**src/rtl/fifo_burst_reader.sv**
```systemverilog
`default_nettype none
// ============================================================================
// Module   : fifo_burst_reader
// Purpose  : Read-side engine for a show-ahead (ack-style) FIFO. Pops head
//            words with fifo_deq, stages each one until its "last" flag is
//            known, then forwards it to a registered valid/ready stream.
//            Words are grouped into bursts of BURST_LEN; a partial burst is
//            closed when the FIFO stays empty for TIMEOUT cycles or on flush.
// Ports    : clk, rst (async, active-high)
//            fifo_data_out / fifo_rdempty / fifo_deq : FIFO read side
//            flush                                   : close staged word now
//            out_data / out_valid / out_last / out_ready : output stream
//            bursts_done                             : completed bursts (wraps)
// Revision : 1.0 - initial release
// ============================================================================
module fifo_burst_reader #(
    parameter int WIDTH     = 4,
    parameter int BURST_LEN = 4,
    parameter int TIMEOUT   = 8
) (
    input  logic             clk,
    input  logic             rst,
    input  logic [WIDTH-1:0] fifo_data_out,
    input  logic             fifo_rdempty,
    output logic             fifo_deq,
    input  logic             flush,
    output logic [WIDTH-1:0] out_data,
    output logic             out_valid,
    output logic             out_last,
    input  logic             out_ready,
    output logic [7:0]       bursts_done
);

    localparam int IW = $clog2(BURST_LEN + 1);
    localparam int CW = $clog2(TIMEOUT + 1);

    localparam logic [IW-1:0] c_ONE_IDX     = IW'(1);
    localparam logic [IW-1:0] c_LAST_IDX    = IW'(BURST_LEN);
    localparam logic [CW-1:0] c_TIMEOUT_CNT = CW'(TIMEOUT);

    // Stage register: one word waiting for its last flag to be decided.
    logic             r_stage_valid;
    logic [WIDTH-1:0] r_stage_data;
    logic [IW-1:0]    r_stage_idx;   // 1-based position of staged word
    logic [IW-1:0]    r_next_idx;    // position the next popped word takes
    logic [CW-1:0]    r_idle_cnt;    // empty cycles seen while a word is staged

    logic             w_last;
    logic             w_last_known;
    logic             w_out_free;
    logic             w_move;
    logic             w_pop;
    logic [IW-1:0]    w_after_idx;

    // The staged word is definitely last on a full burst, a timeout or a
    // flush. It is definitely not last when another word is already waiting
    // at the FIFO head. Otherwise it must stay staged until one of those
    // becomes true. The IDLE / WAIT / SEND sequencing falls out of these
    // terms directly, so no separate state register is kept.
    assign w_last       = (r_stage_idx == c_LAST_IDX) ||
                          (r_idle_cnt == c_TIMEOUT_CNT) || flush;
    assign w_last_known = w_last || !fifo_rdempty;
    assign w_out_free   = !out_valid || out_ready;
    assign w_move       = r_stage_valid && w_out_free && w_last_known;

    // Pop whenever the stage is empty or is being emptied this cycle; gated
    // by rst so no word is acknowledged while the engine is being cleared.
    assign w_pop        = !rst && !fifo_rdempty && (!r_stage_valid || w_move);
    assign fifo_deq     = w_pop;

    // Position that follows the word leaving the stage.
    assign w_after_idx  = w_last ? c_ONE_IDX : (r_stage_idx + c_ONE_IDX);

    always_ff @(posedge clk or posedge rst) begin
        if (rst) begin
            r_stage_valid <= 1'b0;
            r_stage_data  <= '0;
            r_stage_idx   <= '0;
            r_next_idx    <= c_ONE_IDX;
            r_idle_cnt    <= '0;
            out_data      <= '0;
            out_valid     <= 1'b0;
            out_last      <= 1'b0;
            bursts_done   <= 8'd0;
        end else begin
            // Stage refill / drain. A pop in the same cycle as a move takes
            // its position from the word just moved; a pop into an empty
            // stage uses the position remembered from the last move.
            if (w_pop) begin
                r_stage_valid <= 1'b1;
                r_stage_data  <= fifo_data_out;
                r_stage_idx   <= w_move ? w_after_idx : r_next_idx;
            end else if (w_move) begin
                r_stage_valid <= 1'b0;
            end

            if (w_move) begin
                r_next_idx <= w_after_idx;
            end

            // Timeout counter only runs while a word sits staged with an
            // empty FIFO behind it; it saturates at TIMEOUT.
            if (!r_stage_valid || !fifo_rdempty || w_move) begin
                r_idle_cnt <= '0;
            end else if (r_idle_cnt != c_TIMEOUT_CNT) begin
                r_idle_cnt <= r_idle_cnt + CW'(1);
            end

            // Output register: load on move, otherwise clear on handshake.
            if (w_move) begin
                out_data  <= r_stage_data;
                out_last  <= w_last;
                out_valid <= 1'b1;
            end else if (out_valid && out_ready) begin
                out_valid <= 1'b0;
                out_last  <= 1'b0;
            end

            if (out_valid && out_ready && out_last) begin
                bursts_done <= bursts_done + 8'd1;
            end
        end
    end

endmodule
`default_nettype wire

```
**config.mk**
```make
export PLATFORM = sky130hd
export DESIGN_NAME = fifo_burst_reader
export DESIGN_NICKNAME = d
export VERILOG_FILES = /design/src/rtl/fifo_burst_reader.sv
export SDC_FILE = /design/constraint.sdc
export NUM_CORES = 1
export LEC_CHECK = 0
export ABC_CLOCK_PERIOD_IN_PS = 1570
export CAP_MARGIN = 20
export CORE_MARGIN = 10
export CORE_UTILIZATION = 30
export CTS_CLUSTER_DIAMETER = 40
export DETAILED_ROUTE_END_ITERATION = 8
export PLACE_DENSITY_LB_ADDON = 0.2
export SETUP_SLACK_MARGIN = 0.5
export SKIP_LAST_GASP = 1
export SYNTH_ARGS = -nofsm -noshare
export SYNTH_HDL_FRONTEND = slang
export SYNTH_SLANG_ARGS = --single-unit
```
**constraint.sdc**
```tcl
create_clock -name clk -period 1.57 [get_ports clk]
set_input_delay 0.157 -clock clk [delete_from_list [all_inputs] [get_ports clk]]
set_output_delay 0.157 -clock clk [all_outputs]
set_load 0.03 [all_outputs]
```
=== Word level (Yosys, flattened, before mapping) ===
Cells that the tools add are included.

* Register bits: 29
* Word-level logic and storage cells: 44
* Input port bits: 9
* Output and inout bits: 15

* Eq/ne operators: 3
* Add/subtract/negate cells: 3
* Mux-type cells: 9
* Reduce and logical (&&, ||, !) cells: 20

{| class="wikitable"
|+ Operator list
! cell !! count
|-
| $add 8x1->8 const B || 1
|-
| $mux 4 || 2
|-
| $logic_or 1x1->1 || 7
|-
| $logic_and 1x1->1 || 6
|-
| $mux 3 || 2
|-
| $reduce_bool 2->1 || 3
|-
| $mux 1 || 5
|-
| $add 4x1->4 const B || 1
|-
| $eq 4x4->1 const B || 1
|-
| $logic_not 1->1 || 4
|-
| $ne 4x4->1 const B || 1
|-
| $add 3x1->3 const B || 1
|-
| $eq 3x3->1 const B || 1
|}

=== Logic depth before layout (Yosys ltp) ===
Gate-level depths: netlist of the first run.

* Depth in word-level cells: 8
* Mapped depth: 6
* Depth with buffers taken out: 6

=== Least setup slack after synthesis of the first run ===
OpenSTA, ideal clock, no wires.

* Kind: reg-to-reg
* Start: register r_idle_cnt[0]
* End: register out_data[0]
* Cell stages (with the launch flop): 7
* Clock period less this slack: 1490 ps
* Slack: 80 ps
* Path buffers: 0
* Library setup time: 125 ps
* Required time: 1445 ps
* Arrival: 1365 ps
* Path through: dfrtp_1 inv_1 ha_1 nand3b_1 and3_4 nor2_8 mux2_4

* Longest elaborated chain between the ends: 5

{| class="wikitable"
|+ Ends and longest elaborated chain
! item !! line !! text
|-
| start: declaration || 46 || <nowiki>logic [CW-1:0] r_idle_cnt;</nowiki>
|-
| start signal: assignment || 106 || <nowiki>r_idle_cnt <= r_idle_cnt + CW'(1);</nowiki>
|-
| $eq 4x4->1 || 61 || <nowiki>(r_idle_cnt == c_TIMEOUT_CNT) || flush;</nowiki>
|-
| $logic_or 1x1->1 || 60 || <nowiki>assign w_last = (r_stage_idx == c_LAST_IDX) ||</nowiki>
|-
| $logic_or 1x1->1 || 61 ||
|-
| $logic_or 1x1->1 || 62 || <nowiki>assign w_last_known = w_last || !fifo_rdempty;</nowiki>
|-
| $logic_and 1x1->1 || 64 || <nowiki>assign w_move = r_stage_valid && w_out_free && w_last_known;</nowiki>
|-
| end signal: assignment || 111 || <nowiki>out_data <= r_stage_data;</nowiki>
|-
| end: declaration || 27 || <nowiki>output logic [WIDTH-1:0] out_data,</nowiki>
|}

Every way passes these cells.
A chain may end at the register's enable or synchronous reset.

=== Worst setup path in the final report of the first run ===
Ends and elaborated chain as after synthesis.

==> results.txt, run 1 <==
Netlist Area Pre-Place: 0.00141 mm^2
First drt pass iteration count: 4
Htree depth: 2
IO Port Bufs: 23
Clock buffer depth: 2
Critical Path Sink Type: flop
CP max stage cell: dfrtp_1
Fin Setup TNS: 0 ns
Clk slew on worst S/H paths: 0.06 ns
Final WS setup: 0.0745 ns
Vias per inst: 4.70
Seq/Total Area, Yosys: 51.6%
Hold Vio Cnt, Final: 0
Total gr overflow: 0
Leak: 1.06 nW
Worst slew pin tran: 0.278 ns
CP max FO: 5
Syn Nets: 134
Area grow syn2layout: 59.6%
Final setup viols: 0
Fmax: 0.669 GHz
GRT Overall Usage: 9.64%
Detailed Place HPWL: 2.52 mm
Drt total wl: 3.50 mm
Async set-or-reset flop fraction in the synthesized netlist: 100%
Req. time, crit path: 1.74 ns
Synth area leader: dfrtp_1
DR WL/cell: 14.3 um
Place WS: -0.129 ns
DIE WIDTH: 88.6 um
Most common cell in the netlist: dfrtp_1
Slew HR: 81.3%
Max-cap check violation count: 0
Mean Syn Cell Area: 11.8 um^2
Clk Latency, worst-skew pair: 0.28 ns
First-pass GRT wire length: 5.82 mm
Min-delay worst type: input pin to asynchronous set/reset pin
RSZ-0062 raised after global routing: true
# diodes: 0
Netlist cell types: 41
Final Max Tran Viols: 0
Core Util, Final: 50.6%
Die area: 0.00784 mm^2
CP peak stage delay: 0.39 ns
Num Clock Sinks: 29
Core box area: 0.00444 mm^2
Synth warn: 0
CTS tree: yes
Initial antenna violation count: 0
Worst Setup Start Kind: flop
Cell Count, Final, Fillers Out: 245
Post-synth top area share: 49.7%
DRC errors left: 0
Worst path cell trace: inv_2 -> ha_4 -> nand3b_1 -> and3_4 -> nor2_8 -> mux2_4
Number of synthesized flops with an enable pin: 0
Hold buffers post-CTS: 0
Largest net degree at the start of global routing: 15
Reg2Reg Setup Slack: 0.07 ns
Vias in the first global route: 1187
CTS Buf Count: 5
Synth top cells by count: dfrtp_1, nand2_1, inv_1
Synthesized instance count: 120
Main synth FF type: dfrtp_1
Arr. time, crit path: 1.66 ns
Starting Density: 31.7%
Period utilization: 95.3%
Finished Cell Area: 0.00225 mm^2
Fillers: 394
Final net count: 206
Placed cells: 213
Area contributors post-synth: dfrtp_1, ha_1, xnor2_1, mux2_4, mux2_1
Total number of vias: 1151
Clock period minus worst slack: 1.50 ns
Layout cells sized above 1: 58.5%
Initial DRC count: 36
Maximum vdd drop: 0.000667 V
FF-to-FF path depth: 6
Placed cell areas: 0.00189 mm^2
Root buffer cell: clkbuf_8
Die H: 88.6 um
Std cell rows: 24
Routability Congestion: 0.805
I/O pins: 24
PD cells: 1450 mW/mm^2
Worst Setup Path Type: flop to flop
Final clock skew: 0.00267 ns
Status: complete, no violations
Antenna Nets Post-Route: 0
#FFs+latches synth: 29
==> repair_timing <==
action                                  4_1_cts  5_1_grt
gates resized for setup                      97       28
endpoints found under the setup margin       42       37
pin swaps                                    11       12
buffers inserted                             11       13
==> layer usage <==
layer  share of wire (%)  global-route usage [%]  vias up
met1                  43                    10.5      560
met2                  48                    15.7       23
met4                 1.5                    3.96        0
met5                   0                       0        -
met3                 7.9                    4.87        4
li1                    -                       -      564
==> placed cells by master (no fill, tap or decap), drive strengths merged, types with 2 or more instances in the layout <==
cell and instances:
mux2 9, inv 9, ha 5, clkinv 2, a22oi 2, nand3 2
nor4b 2, xor2 4, o21ai 9, and3 2, nor3 3, xnor2 7
nand2b 2, a21oi 3, nor2 6, buf 58, clkbuf 5, nand4 2
clkdlybuf4s50 6, dlygate4sd2 2, dfrtp 28, nand2 12
==> registers in the layout, indices dropped and copies added, names as in the netlist, 3 cells and up <==
name and count:
out_data 4, r_next_idx 3, r_stage_data 4, bursts_done 8
r_idle_cnt 4, r_stage_idx 3
==> kinds of logic after synthesis <==
family	share of synthesized area, %
xor+xnor	6.83
flops	51.6
simple gates	16.0
buf+inv	2.93
mux	8.25
compound gates	10.0
fa+ha+maj	4.44
==> critical path, delay by kind of cell (launching register included) <==
| kind | cells | cell delay (ns) |
|---|---|---|
| adder cells (fa/ha/maj) | 1 | 0.12 |
| buffers and inverters | 1 | 0.08 |
| flip-flops | 1 | 0.39 |
| multiplexers | 1 | 0.31 |
| AND/OR/NAND/NOR | 3 | 0.48 |
==> report_power, final <==
| group | switching, mW | leakage [nW] | internal, mW |
|---|---|---|---|
| sequential | 0.207 | 0.357 | 0.989 |
| clock | 0.292 | 0.0439 | 0.305 |
| combinational | 0.720 | 0.659 | 0.756 |
| total | 1.22 | 1.06 | 2.05 |
==> final cells by class <==
| cell class | instances | area (um^2) | share of cell area [%] |
|---|---|---|---|
| well taps | 52 | 65.1 | 2.89 |
| flip-flops and latches | 29 | 737 | 32.7 |
| multi-input cells | 81 | 766 | 34.0 |
| clock buffers | 5 | 68.8 | 3.06 |
| repair buffers | 66 | 561 | 24.9 |
| inverters | 9 | 36.3 | 1.61 |
| clock inverters | 3 | 17.5 | 0.778 |
==> path summary, 6_finish.rpt <==
| check | start | to |
|---|---|---|
| max in group asynchronous | rst | bursts_done[4] |
| setup reg to reg | r_idle_cnt[0] | out_data[0] |
| min in group clk | bursts_done[7] | bursts_done[7] |
| hold / removal | rst | r_stage_idx[0] |
| setup / recovery | r_idle_cnt[0] | out_data[0] |
| hold reg to reg | bursts_done[7] | bursts_done[7] |
==> metrics by stage <==
stage               hold WS [ns]  total power, mW
floorplan                  0.234             1.94
global route               0.339             3.49
finish                     0.320             3.27
detailed placement         0.470             2.44
CTS                        0.310             3.10
global placement           0.462             2.39
(Power assumes the default switching activity.)
==> run 2: changes to the inputs <==
- DONT_BUFFER_PORTS: unset -> 1
==> run 2 against run 1 <==
Compared with the run above: highest routed layer unchanged; largest power group is now sequential cells; final cell count is 14% lower; clock skew is 0.0044 ns higher; design area is 11% lower; critical path depth stayed put; wire length is 1.0% lower; critical endpoint is now out_data[3]; first-iteration DRC count is 5.6% higher.
==> results.txt, run 2 (synthesis results as in run 1) <==
Sequential power share: 47.4%
Max reg flops: 8
Worst Setup Path Type: flop to flop
Req. time, crit path: 1.73 ns
Status: complete, no violations
Sw Pwr: 1.19 mW
Largest net degree at the start of global routing: 30
Total gr overflow: 0
Fin Setup TNS: 0 ns
First-pass GRT wire length: 5.65 mm
I/O pins: 24
Sw Share: 38.2%
Final net count: 171
Worst hold slack: 0.0194 ns
Clock period minus worst slack: 1.48 ns
Clock power frac: 20.1%
Clk slew on worst S/H paths: 0.06 ns
Arr. time, crit path: 1.64 ns
Total number of vias: 1029
Initial antenna violation count: 0
Period utilization: 94.5%
Slew HR: 73.7%
Worst slew pin tran: 0.395 ns
Initial DRC count: 38
Layout cells sized above 1: 54.4%
Fillers: 422
Vias per inst: 4.90
Register Area: 737 um^2
Starting Density: 31.7%
Antenna Nets Post-Route: 0
Top reg by flops: bursts_done
Drt total wl: 3.47 mm
Final clock skew: 0.00705 ns
Combinational fraction of design power: 32.5%
Maximum vdd drop: 0.000847 V
Worst Setup Start Kind: flop
DR WL/cell: 16.5 um
# diodes: 0
DRC errors left: 0
Critical Path Sink Type: flop
Final setup viols: 0
Num Clock Sinks: 29
Min-delay worst type: input pin to flop
Die area: 0.00784 mm^2
DIE WIDTH: 88.6 um
GRT Overall Usage: 9.32%
Htree depth: 2
Std cell rows: 24
Area grow syn2layout: 42.0%
Clk Latency, worst-skew pair: 0.28 ns
Final Max Tran Viols: 0
First drt pass iteration count: 4
Final Power: 3.12 mW
Die H: 88.6 um
PD cells: 1560 mW/mm^2
RSZ-0062 raised after global routing: true
Fmax: 0.674 GHz
Detailed Place HPWL: 2.26 mm
Core box area: 0.00444 mm^2
Routability Congestion: 0.731
Multi-input logic area: 795 um^2
CTS Buf Count: 5
Pint: 1.93 mW
IO Port Bufs: 0
Max-cap check violation count: 0
Clock buffer depth: 2
CTS tree: yes
CP max FO: 5
Most frequent cells in the layout: buf_4, dfrtp_1, nand2_1, mux2_4, dfrtp_2
Hold Vio Cnt, Final: 0
Most common cell after layout, fill and taps aside: buf_4
Vias in the first global route: 1090
Root buffer cell: clkbuf_8
Leak: 0.898 nW
## run 2: changes by cell type in the layout (fill, tap and decap cells not counted), moves of 2 or more
cell             delta
dlygate4sd2_1       -2
buf_4              -15
clkdlybuf4s50_1     -6
clkbuf_1            +2
dlygate4sd3_1       +2
ha_4                +2
buf_2               -5
buf_6              -11
clkinv_2            -2
## run 2: layout make-up
type                    count  area share (%)
inverters                   9            1.94
repair buffers             31            13.8
multi-input cells          81            39.7
well taps                  52            3.25
flip-flops and latches     29            36.8
clock buffers               8            4.50
## run 2: power by group through the flow
| stage | combinational (mW) | sequential (mW) | clock [mW] |
|---|---|---|---|
| CTS | 0.885 | 1.48 | 0.646 |
| detailed placement | 0.687 | 1.46 | 0 |
| global route | 1.11 | 1.52 | 0.687 |
| global placement | 0.663 | 1.45 | 0 |
| floorplan | 0.526 | 1.41 | 0 |
| finish | 1.02 | 1.48 | 0.627 |
## run 2: per-layer routing
metal	share of wire, %	routed length, um	track usage [%]
met3	9.1	314	4.69
met4	0.89	31	3.08
met5	0	0	0
met2	49	1700	15.3
met1	41	1430	10.3
## run 2: through the flow
| step | instance area [um^2] | setup slack (ns) | util (%) | std cells |
|---|---|---|---|---|
| final | 2000 | 0.0864 | 45.0 | 210 |
| after global routing | 2000 | 0.0317 | 45.0 | 210 |
| after CTS | 1880 | 0.106 | 42.4 | 201 |
| after detailed placement | 1570 | 0.0451 | 35.3 | 178 |
| after global placement | 1570 | 0.0730 | 35.3 | 178 |
| after floorplan | 1460 | 0.0977 | - | 120 |
## run 2: final timing paths
path	startpoint	end	slack (ns)	cells after the start
worst max-delay path	r_stage_idx[1]	out_data[3]	0.09	6
worst min-delay path	fifo_data_out[1]	r_stage_data[1]	0.02	1
worst max register to register	r_stage_idx[1]	out_data[3]	0.09	6
worst min register to register	r_stage_data[0]	r_stage_data[0]	0.51	1
max in group asynchronous	rst	r_next_idx[0]	0.82	3
min in group asynchronous	rst	r_stage_data[1]	0.43	3
## run 2: worst max-delay path, stage by stage, from the launching register on
cell     delay, ns
dfrtp_1       0.39
inv_1         0.10
ha_4          0.14
a21oi_4       0.06
and3_4        0.21
nor2_8        0.15
mux2_4        0.32
## run 2: repair_timing
action / CTS / global route
setup endpoints to repair: 29 / 30
endpoints found under the hold margin: 29 / 0
pin swaps: 20 / 13
buffers inserted: 13 / 9
hold buffers: 2 / 0
resized for setup: 19 / 15
